--- src/rtl/pito_mem_port_arbiter.sv ---
// Round-robin arbiter sharing one single-ported SRAM among NUM_PORTS requesters, with per-port read-valid return.
// Optional macro PITO_MEM_ARB_PRIO_EN gives port 0 (programming port) strict priority over the round-robin ports.
module pito_mem_port_arbiter #(
  parameter int NUM_PORTS  = 4,
  parameter int DATA_W     = 32,
  parameter int ADDR_W     = 10,
  parameter int RD_LATENCY = 1
) (
  input  logic                            clk,
  input  logic                            rst_n,
  input  logic [NUM_PORTS-1:0]            req_i,
  input  logic [NUM_PORTS-1:0]            we_i,
  input  logic [NUM_PORTS*DATA_W/8-1:0]   be_i,
  input  logic [NUM_PORTS*ADDR_W-1:0]     addr_i,
  input  logic [NUM_PORTS*DATA_W-1:0]     wdata_i,
  output logic [NUM_PORTS-1:0]            gnt_o,
  output logic [NUM_PORTS-1:0]            rvalid_o,
  output logic [DATA_W-1:0]               rdata_o,
  output logic                            mem_req_o,
  output logic                            mem_we_o,
  output logic [DATA_W/8-1:0]             mem_be_o,
  output logic [ADDR_W-1:0]               mem_addr_o,
  output logic [DATA_W-1:0]               mem_wdata_o,
  input  logic [DATA_W-1:0]               mem_rdata_i
);

  localparam int BE_W  = DATA_W / 8;
  localparam int PTR_W = (NUM_PORTS > 1) ? $clog2(NUM_PORTS) : 1;

  logic [BE_W-1:0]   be_arr    [NUM_PORTS];
  logic [ADDR_W-1:0] addr_arr  [NUM_PORTS];
  logic [DATA_W-1:0] wdata_arr [NUM_PORTS];

  genvar gi;
  generate
    for (gi = 0; gi < NUM_PORTS; gi++) begin : g_unpack
      assign be_arr[gi]    = be_i[gi*BE_W +: BE_W];
      assign addr_arr[gi]  = addr_i[gi*ADDR_W +: ADDR_W];
      assign wdata_arr[gi] = wdata_i[gi*DATA_W +: DATA_W];
    end
  endgenerate

  logic [PTR_W-1:0] ptr_reg, ptr_next;
  logic [PTR_W-1:0] gnt_idx;
  logic             gnt_any;
  logic             rd_load;

  always_comb begin : arb_search
    logic [PTR_W-1:0] idx;
    gnt_any = 1'b0;
    gnt_idx = '0;
    idx     = '0;
    for (int i = 0; i < NUM_PORTS; i++) begin
      // ptr+i modulo NUM_PORTS without needing an extra carry bit
      if (ptr_reg >= PTR_W'(NUM_PORTS - i))
        idx = ptr_reg - PTR_W'(NUM_PORTS - i);
      else
        idx = ptr_reg + PTR_W'(i);
      if (!gnt_any && req_i[idx]) begin
        gnt_any = 1'b1;
        gnt_idx = idx;
      end
    end
`ifdef PITO_MEM_ARB_PRIO_EN
    if (req_i[0]) begin
      gnt_any = 1'b1;
      gnt_idx = '0;
    end
`endif
    if (!rst_n)
      gnt_any = 1'b0;
  end

  always_comb begin
    gnt_o       = '0;
    mem_we_o    = 1'b0;
    mem_be_o    = '0;
    mem_addr_o  = '0;
    mem_wdata_o = '0;
    ptr_next    = ptr_reg;
    if (gnt_any) begin
      gnt_o[gnt_idx] = 1'b1;
      mem_we_o       = we_i[gnt_idx];
      mem_be_o       = be_arr[gnt_idx];
      mem_addr_o     = addr_arr[gnt_idx];
      mem_wdata_o    = wdata_arr[gnt_idx];
`ifdef PITO_MEM_ARB_PRIO_EN
      if (gnt_idx != '0)
`endif
        ptr_next = (gnt_idx == PTR_W'(NUM_PORTS - 1)) ? '0 : gnt_idx + 1'b1;
    end
  end

  assign mem_req_o = gnt_any;
  assign rd_load   = gnt_any && !mem_we_o;
  assign rdata_o   = mem_rdata_i;

  // Read return pipeline: one {valid, port} entry per cycle of SRAM latency
  logic [RD_LATENCY-1:0] rd_valid_reg;
  logic [PTR_W-1:0]      rd_id_reg [RD_LATENCY];

  always_ff @(posedge clk or negedge rst_n) begin
    if (!rst_n) begin
      ptr_reg      <= '0;
      rd_valid_reg <= '0;
      for (int s = 0; s < RD_LATENCY; s++)
        rd_id_reg[s] <= '0;
    end else begin
      ptr_reg         <= ptr_next;
      rd_valid_reg[0] <= rd_load;
      rd_id_reg[0]    <= gnt_idx;
      for (int s = 1; s < RD_LATENCY; s++) begin
        rd_valid_reg[s] <= rd_valid_reg[s-1];
        rd_id_reg[s]    <= rd_id_reg[s-1];
      end
    end
  end

  always_comb begin
    rvalid_o = '0;
    if (rd_valid_reg[RD_LATENCY-1])
      rvalid_o[rd_id_reg[RD_LATENCY-1]] = 1'b1;
  end

endmodule

--- config.mk ---
export PLATFORM = sky130hd
export DESIGN_NAME = pito_mem_port_arbiter
export DESIGN_NICKNAME = d
export VERILOG_FILES = /design/src/rtl/pito_mem_port_arbiter.sv
export SDC_FILE = /design/constraint.sdc
export NUM_CORES = 1
export LEC_CHECK = 0
export ABC_AREA = 1
export BUFFER_PORTS_ARGS = -buffer_cell sky130_fd_sc_hd__buf_4
export CORE_AREA = 2 2 122 124
export CTS_CLUSTER_SIZE = 24
export DETAILED_ROUTE_END_ITERATION = 6
export DIE_AREA = 0 0 124 126
export GPL_ROUTABILITY_DRIVEN = 0
export GPL_TIMING_DRIVEN = 0
export SLEW_MARGIN = 20
export SYNTH_ARGS = -nofsm -noshare
export SYNTH_HDL_FRONTEND = slang
export SYNTH_SLANG_ARGS = --single-unit
--- constraint.sdc ---
create_clock -name clk -period 3.7 [get_ports clk]
set_input_delay 0.185 -clock clk [delete_from_list [all_inputs] [get_ports clk]]
set_output_delay 0.185 -clock clk [all_outputs]
set_load 0.02 [all_outputs]
==> summary.txt, run 1 <==
Critical path
  – WP data required: 3510 ps
  – Crit end category: primary output
  – CP max FO: 10
  – Arr. time, crit path: 2900 ps
  – Crit path kind: flop to primary output
  – Worst setup SP type: flop

Placed design
  – PortBufs: 281
  – Detail Placement HPWL: 12470 um
  – Cells after DPL: 1106

Layout
  – P&R area growth vs syn: 79.16%
  – NumNets Final: 1160
  – Share of cells above drive strength 1: 39.48%
  – ANT cells: 0
  – Cell Count, Final, Fillers Out: 1111

Yosys
  – Synthesis Warnings: 0
  – Cells after synthesis: 641
  – Sequential cell area fraction in the yosys report: 4.078%
  – Post-synth cell types: 21
  – Number of synthesized register bits: 5
  – Average size of a mapped cell: 4.786 um^2
  – Syn_nets: 873
  – Cell Area, Synth: 3068 um^2

Min path
  – Hold Crit Class: primary input to async pin

Floorplanning
  – Core outline area: 14310 um^2
  – Die W: 124 um
  – Die area: 15620 um^2
  – Ports: 314
  – Initial Util: 21.43%
  – Die Span Y: 126 um
  – Row cnt: 44

STA
  – Pins Over Slew Limit: 0
  – Min Tclk post-route: 3088 ps
  – Final period util: 83.47%
  – Fmax: 0.3238 GHz
  – Clk_skew: 0.7974 ps
  – Final setup TNS: 0 ps
  – RSZ-0062 raised after global routing: false
  – Final setup viols: 0
  – Slew headroom: 61.91%
  – Worst-Margin Slew: 571.4 ps
  – Fin. Hold Viols: 0

Clocking
  – CTS Buffer Depth: 2
  – CTS Buf Count: 3
  – Clock sink count: 5
  – CTS clk-pin slew, worst paths: 30 ps
  – Post-CTS Resized: 0
  – CTS H-tree lvls: 1
  – TritonCTS clock tree: done
  – CTS root buffer: clkbuf_16
  – Worst-Skew Late Latency: 220 ps

Global routing
  – Gr usage total: 18.62%
  – First-pass GRT wire length: 22990 um
  – Largest net degree at the start of global routing: 13
  – Number of global-route vias before repair: 4633
  – Antenna violations before repair: 0
  – Total grt overflow: 0

Power and ir drop
  – Power Density: 1256 nW/um^2
  – Leak Pwr: 3.426 nW
  – VDD IR max: 440.4 uV

Detailed routing
  – Final ANT Viol Nets: 0
  – Drt first-iter violations: 192
  – Vias: 4873
  – Final WL: 15430 um
  – Via/cell ratio: 4.386
  – Wire per inst: 13.89 um
  – Drt pass-1 iters: 4
  – Post-route DRC: 0

Run status
  – Status: finished, final reports clean

Job
  – Maxcap violations: 0
[cells by family (layout without fill, tap and decap cells)]
group           count (synthesis)  after routing  share of synthesized area, %
compound gates                 50             50                         8.279
fa+ha+maj                       6              6                         2.447
flops                           5              5                         4.078
buf+inv                       187            473                         29.36
simple gates                  393            393                         55.83
[metal layers]
| metal | track usage [%] | part of all wire [%] | vias up |
|---|---|---|---|
| met5 | 0 | 0 | - |
| met4 | 2.974 | 0.94 | 0 |
| met3 | 3.306 | 8.8 | 10 |
| met2 | 35.26 | 50 | 216 |
| met1 | 21.81 | 40 | 2117 |
| li1 | - | - | 2530 |
[through the flow]
step	utilization, %	hold WS (ps)	worst slack (ps)	total power, mW	cell area, um^2
6_report	38.40	322.1	611.8	6.904	5497
3_3_place_gp	37.78	-5.434	840.5	6.795	5408
5_1_grt	38.40	328.2	319.4	7.718	5497
4_1_cts	38.40	326.0	606.1	7.023	5497
2_1_floorplan	-	-110.6	1317	4.438	3068
3_5_place_dp	37.78	-4.618	857.9	6.818	5408
[final cells by class]
cell class | count | area, um^2
Buffer | 77 | 488.0
Tap cell | 184 | 230.2
Multi-Input combinational cell | 449 | 2042
Fill cell | 1669 | 8817
Inverter | 110 | 412.9
Clock buffer | 4 | 78.83
Sequential cell | 5 | 125.1
Timing Repair Buffer | 282 | 2120
[layout by cell type, fill, tap and decap left out, drive strengths merged]
cell type	instances
dlygate4sd3	1
nor2	9
ha	6
buf	347
o21ai	3
inv	110
nand3	151
dfrtp	5
or2	1
nand2	227
a21oi	47
nand4	1
clkbuf	15
nor3	4
[critical path, cell delays in order (launching register included)]
cell     delay, ps
dfrtp_1        450
inv_2          120
ha_1           360
inv_1           80
nand3_1         80
nand2_1         90
nor2_1         110
nand2_1         70
nand3_2        150
buf_4          220
buf_2          260
nand3_1         90
nand2_1         80
nand2_1         50
a21oi_1        260
buf_4          210
[synthesized netlist by cell type]
| library cell | instances | area (um^2) |
|---|---|---|
| inv_2 | 4 | 15.01 |
| nand2_1 | 221 | 829.6 |
| buf_6 | 3 | 33.78 |
| buf_2 | 24 | 120.1 |
| a21oi_2 | 1 | 8.760 |
| or2_2 | 1 | 6.260 |
| nor3_1 | 4 | 20.02 |
| nand3_2 | 2 | 20.02 |
| nand3_1 | 149 | 745.7 |
| ha_1 | 6 | 75.07 |
| o21ai_1 | 2 | 10.01 |
| dfrtp_1 | 5 | 125.1 |
| clkbuf_1 | 11 | 41.29 |
| buf_4 | 39 | 292.8 |
| nand4_2 | 1 | 12.51 |
| a21oi_1 | 46 | 230.2 |
| nor2_1 | 8 | 30.03 |
| inv_1 | 106 | 397.9 |
| nor2_4 | 1 | 11.26 |
| nand2_2 | 6 | 37.54 |
| o21ai_0 | 1 | 5.000 |
[worst paths after layout]
kind	start	endpoint	slack, ps	cells past startpoint
max	ptr_reg[0]	mem_wdata_o[16]	610	15
min	rst_n	ptr_reg[0]	320	2
max reg2reg	ptr_reg[0]	ptr_reg[1]	1050	13
min reg2reg	ptr_reg[1]	ptr_reg[1]	730	2
max in group asynchronous	rst_n	rd_valid_reg	3260	2
min in group clk	we_i[3]	rd_valid_reg	340	6
[report_power, final]
group	switching (mW)	leakage, nW	internal, mW	total, mW
registers	0.0276	0.0613	0.0863	0.114
clock network	0.0343	0.0382	0.143	0.177
logic	4.23	3.33	2.38	6.61
[what timing repair did]
item                      CTS  global route
buffers inserted            0             0
hold endpoints to repair    5             0
hold buffers                1             0
Note: power is estimated with default switching activity, not from simulation.
==> run 2, diff against run 1 <==
- clock period: 3.7 -> 2.7 ns (I/O delays scaled with it)
==> summary.txt, run 2 (same netlist as run 1, synthesis figures left out) <==
Run status
  – Status: finished, final reports clean

Detailed routing
  – Post-route DRC: 0
  – Drt first-iter violations: 166
  – Drt pass-1 iters: 4
  – Final WL: 16300 um
  – Vias: 5006
  – Via/cell ratio: 4.434
  – Wire per inst: 14.44 um
  – Final ANT Viol Nets: 0

Global routing
  – Gr usage total: 18.74%
  – Largest net degree at the start of global routing: 13
  – Number of global-route vias before repair: 4680
  – Total grt overflow: 0
  – First-pass GRT wire length: 23110 um
  – Antenna violations before repair: 0

Critical path
  – Setup crit start: ptr_reg[0]
  – WP data required: 2570 ps
  – CP max FO: 10
  – Crit end category: primary output
  – FF-to-FF Start: ptr_reg[0]
  – Arr. time, crit path: 2500 ps
  – Worst setup SP type: flop
  – R2R depth: 14
  – Crit path kind: flop to primary output

Clocking
  – Clock sink count: 5
  – Worst-Skew Late Latency: 220 ps
  – TritonCTS clock tree: done
  – CTS Buf Count: 3
  – CTS clk-pin slew, worst paths: 30 ps
  – CTS Buffer Depth: 2
  – CTS H-tree lvls: 1
  – CTS root buffer: clkbuf_16

Floorplanning
  – Die Span Y: 126 um
  – Row cnt: 44
  – Die area: 15620 um^2
  – Core outline area: 14310 um^2
  – Die W: 124 um
  – Ports: 314
  – Initial Util: 21.43%

STA
  – WHS: 271.8 ps
  – Final setup TNS: 0 ps
  – Worst-Margin Slew: 323.7 ps
  – Fin. Hold Viols: 0
  – Final setup viols: 0
  – Clk_skew: 0.5061 ps
  – Final period util: 97.64%
  – Slew headroom: 78.42%
  – Fmax: 0.3793 GHz
  – Min Tclk post-route: 2636 ps
  – Pins Over Slew Limit: 0
  – RSZ-0062 raised after global routing: true

Layout
  – Fin util: 43.89%
  – Commonest non-fill, non-tap cell in the layout: buf_4
  – # fillers: 1591
  – NumNets Final: 1178
  – Most frequent cells in the layout: buf_4 (319), nand2_1 (210), nand3_1 (140)
  – Share of cells above drive strength 1: 47.30%
  – ANT cells: 0
  – P&R area growth vs syn: 104.8%

Power and ir drop
  – Power Density: 1924 nW/um^2
  – Leak Pwr: 3.712 nW
  – VDD IR max: 738.4 uV

Placed design
  – PortBufs: 281
  – Detail Placement HPWL: 12470 um

Job
  – Maxcap violations: 0

Min path
  – Hold Crit Class: primary input to async pin
## run 2: changes by cell type in the layout (fill, tap and decap cells not counted), sizes merged
cell,delta
buf,+16
clkbuf,+2
clkinv,+1
inv,-1
## run 2: routing by layer
metal | vias up | global-route usage (%) | routed length, um
met5 | - | 0 | 0
met4 | 0 | 3.173 | 112
met3 | 10 | 3.351 | 1315
met2 | 209 | 35.91 | 8415
met1 | 2219 | 21.51 | 6457
li1 | 2568 | - | -
## run 2: worst paths after layout
kind                             endpoint  slack [ps]
max                        mem_wdata_o[6]          60
min                            ptr_reg[1]         270
max reg2reg                    ptr_reg[1]         440
min reg2reg                    ptr_reg[0]         600
max in group asynchronous      ptr_reg[0]        2300
min in group clk             rd_valid_reg         290
## run 2: cell type report
cell class	instances	area (um^2)	area share, %
Sequential cell	5	126.4	2.012
Inverter	110	417.9	6.652
Buffer	74	673.1	10.71
Tap cell	184	230.2	3.665
Multi-Input combinational cell	449	2305	36.69
Clock buffer	4	78.83	1.255
Timing Repair Buffer	303	2451	39.02
## run 2: worst max-delay path, stage by stage, from the launching register on
cell      delay (ps)
dfrtp_2          380
clkinv_4          80
ha_4             300
inv_2             40
nand3_1           80
nand2_2          100
o21ai_4          160
nand3_4          160
buf_12           170
buf_12           130
buf_4            170
nand3_1           70
nand3_1          100
a21oi_2          170
buf_6            140
## run 2: timing repair
action / 4_1_cts / 5_1_grt
resized for setup: 47 / 126
setup buffers: 6 / 11
cloned: 0 / 4
hold endpoints to repair: 5 / 0
hold buffers: 1 / 0
setup endpoints to repair: 51 / 51
pin swaps: 3 / 45
## run 2: stage by stage
step | power [mW] | setup WS, ps | area, um^2 | cells
floorplan | 6.081 | 367.1 | 3068 | 641
global placement | 9.311 | -109.5 | 5408 | 1106
detailed placement | 9.343 | -92.08 | 5408 | 1106
CTS | 10.28 | -0.6297 | 5689 | 1116
global route | 13.18 | -29.84 | 6282 | 1129
finish | 12.09 | 63.64 | 6282 | 1129
## run 2: report_power, final
part / internal [mW] / leakage, nW / switching, mW
logic: 5.04 / 3.61 / 6.66
clock network: 0.196 / 0.0382 / 0.0484
registers: 0.120 / 0.0601 / 0.0273
==> run 3, diff against run 2 <==
- PLACE_DENSITY: unset -> 0.54
==> summary.txt, run 3 (same netlist as run 1, synthesis figures left out) <==
Floorplanning
  – Die W: 124 um
  – Core outline area: 14310 um^2
  – Die Span Y: 126 um
  – Ports: 314
  – Initial Util: 21.43%
  – Row cnt: 44
  – Die area: 15620 um^2

STA
  – Worst-Margin Slew: 301.8 ps
  – Final period util: 95.84%
  – Min Tclk post-route: 2588 ps
  – Fin. Hold Viols: 0
  – Fmax: 0.3865 GHz
  – Pins Over Slew Limit: 0
  – Slew headroom: 79.88%
  – Clk_skew: 1.477 ps
  – Final setup TNS: 0 ps
  – WHS: 268.9 ps
  – Final setup margin: 112.4 ps
  – Final setup viols: 0

Clocking
  – CTS H-tree lvls: 1
  – Clock sink count: 5
  – Worst-Skew Late Latency: 220 ps
  – CTS Buf Count: 3
  – TritonCTS clock tree: done
  – CTS root buffer: clkbuf_16
  – CTS Buffer Depth: 2
  – CTS clk-pin slew, worst paths: 30 ps

Global routing
  – Antenna violations before repair: 0
  – First-pass GRT wire length: 23240 um
  – Largest net degree at the start of global routing: 13
  – Gr usage total: 18.67%
  – Number of global-route vias before repair: 4640
  – Total grt overflow: 0

Layout
  – Share of cells above drive strength 1: 44.48%
  – Sequential cell area: 126.4 um^2
  – NumNets Final: 1175
  – Cell Count, Final, Fillers Out: 1126
  – P&R area growth vs syn: 94.78%
  – ANT cells: 0
  – Fin util: 41.75%
  – Most frequent cells in the layout: buf_4 (329), nand2_1 (216), nand3_1 (148)
  – Commonest non-fill, non-tap cell in the layout: buf_4
  – Multi-input gate area: 2197 um^2
  – # fillers: 1613
  – Fin area: 5976 um^2

Min path
  – Hold Crit Class: primary input to async pin

Placed design
  – Cells after DPL: 1106
  – Detail Placement HPWL: 12750 um
  – Worst slack after detailed placement: -34.47 ps
  – PortBufs: 281
  – DP Area: 5408 um^2

Detailed routing
  – Via/cell ratio: 4.382
  – Post-route DRC: 0
  – Final ANT Viol Nets: 0
  – Top routing layer used: met4
  – Final WL: 16080 um
  – Drt pass-1 iters: 4
  – Met2 wire len: 8000 um
  – Wire per inst: 14.28 um
  – Vias: 4934
  – Drt first-iter violations: 177
  – Metal-1 WL: 6340 um
  – Wire length on met3: 1487 um

Critical path
  – Worst setup SP type: flop
  – WP data required: 2570 ps
  – Arr. time, crit path: 2450 ps
  – Reg2reg setup slack: 450 ps
  – Crit end category: primary output
  – CP max FO: 10
  – Crit path kind: flop to primary output

Power and ir drop
  – Tot Pwr: 11.05 mW
  – VDD IR max: 642.9 uV
  – Leak Pwr: 3.607 nW
  – Power Density: 1849 nW/um^2

Run status
  – Status: finished, final reports clean

Job
  – Maxcap violations: 0
[run 3: path summary, 6_finish.rpt]
path / cells past startpoint / from / end
min reg2reg: 3 / ptr_reg[0] / ptr_reg[0]
min in group clk: 6 / we_i[3] / rd_valid_reg
min: 2 / rst_n / ptr_reg[0]
max: 13 / ptr_reg[0] / mem_addr_o[5]
max reg2reg: 14 / ptr_reg[0] / ptr_reg[1]
max in group asynchronous: 2 / rst_n / ptr_reg[0]
[run 3: area by class of cell]
| class | instances | share of cell area [%] |
|---|---|---|
| Timing Repair Buffer | 298 | 38.36 |
| Multi-Input combinational cell | 449 | 36.77 |
| Buffer | 76 | 10.55 |
| Inverter | 110 | 7.035 |
| Tap cell | 184 | 3.853 |
| Sequential cell | 5 | 2.115 |
| Clock buffer | 4 | 1.319 |
[run 3: layer usage]
| metal | global-route usage [%] | vias to the layer above |
|---|---|---|
| met1 | 22.11 | 2148 |
| met3 | 3.487 | 14 |
| met5 | 0 | - |
| li1 | - | 2556 |
| met2 | 34.71 | 216 |
| met4 | 3.503 | 0 |
[run 3: power by group]
group / internal (mW) / total, mW / switching [mW]
Combinational: 4.37 / 10.7 / 6.28
Clock: 0.196 / 0.242 / 0.0469
Sequential: 0.120 / 0.148 / 0.0284
Total: 4.69 / 11.0 / 6.36
[run 3: what timing repair did]
item                       4_1_cts  5_1_grt
cloned                           0        1
setup endpoints to repair       51       51
pin swaps                        2       17
hold endpoints to repair         5        0
gates resized for setup         35       70
buffers inserted                 6        9
hold buffers                     1        0
[run 3: worst max-delay path: stages (launching register included)]
cell,delay [ps]
dfrtp_2,420
buf_4,160
nand2_1,90
nand2_2,80
nand2_2,70
nand2_2,100
nor2_4,160
nand4_4,180
buf_6,210
buf_2,190
nand3_1,160
nand3_1,90
a21oi_1,140
buf_4,160
